$ cat config.mk
export PLATFORM = sky130hd
export DESIGN_NAME = vga_disp_pipe
export DESIGN_NICKNAME = d
export VERILOG_FILES = /design/src/rtl/vga_disp_pipe.sv
export SDC_FILE = /design/constraint.sdc
export NUM_CORES = 1
export LEC_CHECK = 0
export CAP_MARGIN = 20
export CORE_MARGIN = 5
export CORE_UTILIZATION = 50
export DETAILED_ROUTE_END_ITERATION = 8
export PLACE_DENSITY = 0.87
export SLEW_MARGIN = 20
export SYNTH_ARGS = -nofsm -noshare
export SYNTH_HDL_FRONTEND = slang
export SYNTH_SLANG_ARGS = --single-unit
$ cat constraint.sdc
create_clock -name clk -period 3.7 [get_ports clk]
set_clock_uncertainty 0.2 [all_clocks]
set_input_delay 0.37 -clock clk [delete_from_list [all_inputs] [get_ports clk]]
set_output_delay 0.37 -clock clk [all_outputs]
set_load 0.01 [all_outputs]
$ cat src/rtl/vga_disp_pipe.sv
// Parametrised VGA scan-out: programmable timing, framebuffer read with latency re-alignment, pixel replication.
// Optional colour-bar generator enabled by defining VGA_DISP_TESTPAT_EN.
module vga_disp_pipe #(
  parameter int unsigned H_ACTIVE    = 640,
  parameter int unsigned H_FP        = 16,
  parameter int unsigned H_SYNC      = 96,
  parameter int unsigned H_BP        = 48,
  parameter int unsigned V_ACTIVE    = 480,
  parameter int unsigned V_FP        = 10,
  parameter int unsigned V_SYNC      = 2,
  parameter int unsigned V_BP        = 33,
  parameter int unsigned COLOR_W     = 8,
  parameter int unsigned RD_LAT      = 1,
  parameter int unsigned SCALE_SHIFT = 0,
  parameter int unsigned SYNC_POL    = 0
) (
  input  logic                                         clk,
  input  logic                                         rst,
  input  logic                                         en,
`ifdef VGA_DISP_TESTPAT_EN
  input  logic                                         testpat,
`endif
  output logic                                         fb_rd,
  output logic [$clog2(H_ACTIVE>>SCALE_SHIFT)-1:0]     fb_addr_h,
  output logic [$clog2(V_ACTIVE>>SCALE_SHIFT)-1:0]     fb_addr_v,
  input  logic [3*COLOR_W-1:0]                         fb_data,
  output logic                                         VGA_HSYNC,
  output logic                                         VGA_VSYNC,
  output logic                                         VGA_BLANK_N,
  output logic [COLOR_W-1:0]                           VGA_R,
  output logic [COLOR_W-1:0]                           VGA_G,
  output logic [COLOR_W-1:0]                           VGA_B,
  output logic                                         frame_start,
  output logic                                         line_start
);

  localparam int unsigned H_TOTAL = H_ACTIVE + H_FP + H_SYNC + H_BP;
  localparam int unsigned V_TOTAL = V_ACTIVE + V_FP + V_SYNC + V_BP;
  localparam int unsigned HC_W    = $clog2(H_TOTAL);
  localparam int unsigned VC_W    = $clog2(V_TOTAL);
  localparam int unsigned AH_W    = $clog2(H_ACTIVE >> SCALE_SHIFT);
  localparam int unsigned AV_W    = $clog2(V_ACTIVE >> SCALE_SHIFT);
  localparam int unsigned RGB_W   = 3 * COLOR_W;
  localparam int unsigned HS_BEG  = H_ACTIVE + H_FP;
  localparam int unsigned HS_END  = HS_BEG + H_SYNC;
  localparam int unsigned VS_BEG  = V_ACTIVE + V_FP;
  localparam int unsigned VS_END  = VS_BEG + V_SYNC;
  localparam logic        SYNC_ACT = 1'(SYNC_POL);

  // Alignment pipeline bit positions
  localparam int unsigned P_ACT = 0;
  localparam int unsigned P_HS  = 1;
  localparam int unsigned P_VS  = 2;
  localparam int unsigned P_LS  = 3;
  localparam int unsigned P_FS  = 4;
`ifdef VGA_DISP_TESTPAT_EN
  localparam int unsigned P_PAT  = 5;
  localparam int unsigned P_BAR  = 6;
  localparam int unsigned PIPE_W = P_BAR + RGB_W;
`else
  localparam int unsigned PIPE_W = 5;
`endif

  typedef enum logic {IDLE, RUN} state_t;

  state_t            state_q, state_d;
  logic [HC_W-1:0]   h_q, h_d;
  logic [VC_W-1:0]   v_q, v_d;
  logic              h_last, v_last, running;
  logic              active_c, hs_c, vs_c, ls_c, fs_c;
  logic [PIPE_W-1:0] pipe_in, pipe_out;
  logic [RGB_W-1:0]  pix_data;

  assign h_last  = (h_q == HC_W'(H_TOTAL - 1));
  assign v_last  = (v_q == VC_W'(V_TOTAL - 1));
  assign running = (state_q == RUN);

  // State and scan counters
  always_ff @(posedge clk or negedge rst) begin
    if (!rst) begin
      state_q <= IDLE;
      h_q     <= '0;
      v_q     <= '0;
    end else begin
      state_q <= state_d;
      h_q     <= h_d;
      v_q     <= v_d;
    end
  end

  // Next state: en only matters in IDLE or on the last pixel of a frame
  always_comb begin
    state_d = state_q;
    h_d     = h_q;
    v_d     = v_q;
    case (state_q)
      IDLE: begin
        h_d = '0;
        v_d = '0;
        if (en) state_d = RUN;
      end
      RUN: begin
        if (h_last) begin
          h_d = '0;
          if (v_last) begin
            v_d = '0;
            if (!en) state_d = IDLE;
          end else begin
            v_d = v_q + VC_W'(1);
          end
        end else begin
          h_d = h_q + HC_W'(1);
        end
      end
      default: state_d = IDLE;
    endcase
  end

  // Timing decode from the counters
  always_comb begin
    active_c = running && (32'(h_q) < H_ACTIVE) && (32'(v_q) < V_ACTIVE);
    hs_c     = running && (32'(h_q) >= HS_BEG) && (32'(h_q) < HS_END);
    vs_c     = running && (32'(v_q) >= VS_BEG) && (32'(v_q) < VS_END);
    ls_c     = running && (h_q == '0) && (32'(v_q) < V_ACTIVE);
    fs_c     = running && (h_q == '0) && (v_q == '0);
  end

`ifdef VGA_DISP_TESTPAT_EN
  logic       pat_q;
  logic [2:0] bar_idx;
  logic [RGB_W-1:0] bar_rgb;

  // Test-pattern select latched at frame boundaries, like en
  always_ff @(posedge clk or negedge rst) begin
    if (!rst)                          pat_q <= 1'b0;
    else if (!running || (h_last && v_last)) pat_q <= testpat;
  end

  // Bars: white, yellow, cyan, green, magenta, red, blue, black
  always_comb begin
    bar_idx = 3'((32'(h_q) * 32'd8) / H_ACTIVE);
    bar_rgb = {{COLOR_W{~bar_idx[1]}}, {COLOR_W{~bar_idx[2]}}, {COLOR_W{~bar_idx[0]}}};
    pipe_in = {bar_rgb, pat_q, fs_c, ls_c, vs_c, hs_c, active_c};
    fb_rd   = active_c && !pat_q;
  end
`else
  always_comb begin
    pipe_in = {fs_c, ls_c, vs_c, hs_c, active_c};
    fb_rd   = active_c;
  end
`endif

  assign fb_addr_h = fb_rd ? AH_W'(h_q >> SCALE_SHIFT) : '0;
  assign fb_addr_v = fb_rd ? AV_W'(v_q >> SCALE_SHIFT) : '0;

  // Delay timing flags to match the framebuffer read latency
  generate
    if (RD_LAT == 0) begin : g_nodly
      assign pipe_out = pipe_in;
    end else begin : g_dly
      logic [PIPE_W-1:0] dly_q [RD_LAT];
      always_ff @(posedge clk or negedge rst) begin
        if (!rst) begin
          for (int i = 0; i < int'(RD_LAT); i++) dly_q[i] <= '0;
        end else begin
          dly_q[0] <= pipe_in;
          for (int i = 1; i < int'(RD_LAT); i++) dly_q[i] <= dly_q[i-1];
        end
      end
      assign pipe_out = dly_q[RD_LAT-1];
    end
  endgenerate

`ifdef VGA_DISP_TESTPAT_EN
  assign pix_data = pipe_out[P_PAT] ? pipe_out[PIPE_W-1:P_BAR] : fb_data;
`else
  assign pix_data = fb_data;
`endif

  // Registered pins; colour forced to zero outside the visible area
  always_ff @(posedge clk or negedge rst) begin
    if (!rst) begin
      VGA_HSYNC   <= ~SYNC_ACT;
      VGA_VSYNC   <= ~SYNC_ACT;
      VGA_BLANK_N <= 1'b0;
      VGA_R       <= '0;
      VGA_G       <= '0;
      VGA_B       <= '0;
      frame_start <= 1'b0;
      line_start  <= 1'b0;
    end else begin
      VGA_HSYNC   <= pipe_out[P_HS] ? SYNC_ACT : ~SYNC_ACT;
      VGA_VSYNC   <= pipe_out[P_VS] ? SYNC_ACT : ~SYNC_ACT;
      VGA_BLANK_N <= pipe_out[P_ACT];
      {VGA_R, VGA_G, VGA_B} <= pipe_out[P_ACT] ? pix_data : '0;
      frame_start <= pipe_out[P_FS];
      line_start  <= pipe_out[P_LS];
    end
  end

endmodule

==> flow_summary.json <==
{
  "grt_pass1_vias": 1883,
  "power_leakage_nw": 1.37,
  "drc": 0,
  "fmax_mhz": 339,
  "rsz0062_at_grt": "false",
  "synth_common_cells": "dfrtp_1, and2_1, nor2_1",
  "top_level_ports": 76,
  "synth_area_per_cell_um2": 11.0,
  "cts_num_sinks": 55,
  "drive_gt1_share_pct": 5.78,
  "power.ir.vdd_worst_v": 0.000139,
  "fin_crit_ns": 2.95,
  "finish.utilization_pct": 70.1,
  "hold_viol": 0,
  "r2r_cells": 5,
  "coreArea_mm2": 0.00472,
  "met1_length_um": 2390,
  "grt_pass1_wl_um": 9050,
  "critPathArrivalTime_ns": 2.38,
  "stdcell_area_mm2": 0.00331,
  "drt-initial-drc-count": 74,
  "ys_seq_area_share_pct": 56.4,
  "yosys.area.top_type": "dfrtp_1",
  "hold-path-cell-count": 0,
  "rr_endpoint": "v_q[5]$_DFFE_PN0P_",
  "wl_met3_um": 362,
  "holdPathEnd": "frame_start$_DFF_PN0_",
  "r2r_start": "h_q[0]$_DFF_PN0_",
  "vias": 1886,
  "topRoutingLayerUsed": "met4",
  "sw_frac_of_total_pct": 20.3,
  "start_kind": "flip-flop",
  "setup_ws_ns": 0.754,
  "cts_tree": "done",
  "fp.dieH_um": 79.9,
  "maxCapViolations": 0,
  "yosysMostFrequentCell": "dfrtp_1",
  "pwr-share-seq_pct": 56.9,
  "syn_nets": 254,
  "wl_um": 5350,
  "wl_met2_um": 2550,
  "htree_num_levels": 2,
  "path_max_fanout": 21,
  "clk_pin_slew_worst_paths_ns": 0.10,
  "min_from": "g_dly.dly_q[4]$_DFF_PN0_",
  "routed_via_density": 5.22,
  "grt_max_degree": 34,
  "synth_enable_flop_cells": 0,
  "slowest_delay_ns": 0.61,
  "portBuffers": 75,
  "timing.final.crit_share_pct": 79.6,
  "placed_area_mm2": 0.00320,
  "fin_setup_tns_ns": 0,
  "p_switching_uw": 220,
  "finalSetupViolCount": 0,
  "area.growth.synth_to_final_pct": 35.5,
  "fin_hold_ws_ns": 0.162,
  "postRouteAntennaNets": 0,
  "clock_path_buffers": 2,
  "p_int_uw": 865,
  "path_class": "flip-flop to output pin",
  "cts_setup_buffers": 0,
  "syn_inst": 222,
  "dpl.hpwl_um": 3900,
  "async_flop_share_pct": 100,
  "worst_pin_slew_ns": 0.738,
  "synth_top_area_share_pct": 54.3,
  "status": "completed",
  "routabilityCongestion": 0.827,
  "hold_path_class": "flip-flop to flip-flop",
  "drtPass1Iterations": 4,
  "die_w_um": 79.9,
  "grt_overflow": 0,
  "start_util_pct": 51.7,
  "cts-root-buf": "clkbuf_8",
  "insertion_delay_ns": 0.30,
  "syn_area_mm2": 0.00244,
  "slew_headroom_pct": 50.8,
  "cp_slowest_cell": "and4b_1",
  "ys_warn_count": 0,
  "r2r_slack_ns": 1.37,
  "wl_per_cell_um": 14.8,
  "n_antenna_cell": 0,
  "cts_buffers": 5,
  "antenna_found_initial": 0,
  "p_comb_share_pct": 7.7,
  "powerDensity_mw_per_mm2": 328,
  "synth_area_leaders": "dfrtp_1, and2_1, ha_1",
  "cp.required_ns": 3.13,
  "crit_chain": "nand4_1 -> and4b_1 -> and2_1 -> clkdlybuf4s50_1",
  "pre_cts_ws_ns": 1.06,
  "nNetsFinal": 326,
  "slew_violations": 0,
  "synthFlopType": "dfrtp_1",
  "grt_use_total_pct": 18.1,
  "rows": 25,
  "clkPwrFrac_pct": 35.4,
  "synth_cell_types": 40,
  "endpoint_kind": "output pin",
  "yosys_register_bits": 55,
  "dieArea_mm2": 0.00639
}
## metrics by stage
step | power, mW | instances
final | 1.09 | 361
after global routing | 1.12 | 361
after global placement | 0.710 | 353
after detailed placement | 0.713 | 353
after floorplan | 0.646 | 222
after CTS | 1.09 | 361
## area by class of cell
class	count	area, um^2
inverters	9	33.8
fillers	331	1410
well taps	67	83.8
flip-flops and latches	55	1380
multi-input cells	146	946
clock inverters	2	37.5
clock buffers	5	68.8
repair buffers	77	763
## metal layers
| layer | vias to the layer above | global-route usage [%] |
|---|---|---|
| met5 | - | 0 |
| met4 | 0 | 4.05 |
| met3 | 8 | 3.95 |
| met2 | 72 | 31.9 |
| met1 | 917 | 22.5 |
| li1 | 889 | - |
## critical path: cells and delay by family, from the launching register on
kind                   cells  cell delay (ns)
and+or+nand+nor            3             1.05
buffers and inverters      1             0.55
DFF                        1             0.47
## cells by family (layout without fill, tap and decap cells)
family	count (synthesis)	in the layout	synth area share, %
AOI/OAI and AO/OA	24	24	6.55
and+or+nand+nor	108	108	26.4
buffers and inverters	21	93	4.86
xor gates and xnor gates	9	9	3.23
DFF	55	55	56.4
adders and majority gates	5	5	2.56
## state kept, by name, indices dropped and copies added (netlist names)
name,flops
v_q,10
VGA_BLANK_N,1
VGA_VSYNC,1
line_start,1
VGA_R,8
frame_start,1
g_dly.dly_q,5
h_q,10
VGA_HSYNC,1
running,1
VGA_G,8
VGA_B,8
## how the worst max path moves through the flow
stage / from / to / cells past startpoint
global placement: h_q[7]$_DFF_PN0_ / fb_addr_h[7] / 4
finish: v_q[5]$_DFFE_PN0P_ / fb_addr_v[3] / 4
global route: v_q[5]$_DFFE_PN0P_ / fb_addr_h[4] / 4
floorplan: h_q[0]$_DFF_PN0_ / v_q[5]$_DFFE_PN0P_ / 6
detailed placement: v_q[5]$_DFFE_PN0P_ / fb_addr_h[7] / 4
CTS: v_q[5]$_DFFE_PN0P_ / fb_addr_v[3] / 4
## power by group through the flow
stage               logic, mW  registers [mW]  clock network [mW]
floorplan             0.00900           0.637                   0
global placement       0.0810           0.629                   0
detailed placement     0.0832           0.630                   0
CTS                    0.0845           0.618               0.390
global route           0.0902           0.619               0.413
finish                 0.0830           0.618               0.385
## what timing repair did
item                                   4_1_cts  5_1_grt
gates resized for setup                      0        0
endpoints found under the hold margin       31        0
setup endpoints to repair                    0        0
hold buffers                                 1        0
## layout by cell type, fill, tap and decap left out, types with 5 or more instances in the layout
| cell type | netlist | final |
|---|---|---|
| and2_1 | 43 | 43 |
| nand4_1 | 5 | 5 |
| nor2_1 | 15 | 15 |
| a21oi_1 | 5 | 5 |
| clkbuf_8 | 0 | 5 |
| nand3_1 | 9 | 9 |
| or3_1 | 5 | 5 |
| ha_1 | 5 | 5 |
| dfrtp_1 | 53 | 53 |
| nor3_1 | 5 | 5 |
| o21ai_0 | 7 | 7 |
| inv_1 | 8 | 8 |
| nand2_1 | 7 | 7 |
| xnor2_1 | 5 | 5 |
| clkdlybuf4s50_1 | 0 | 74 |
Note: power is estimated with default switching activity, not from simulation.
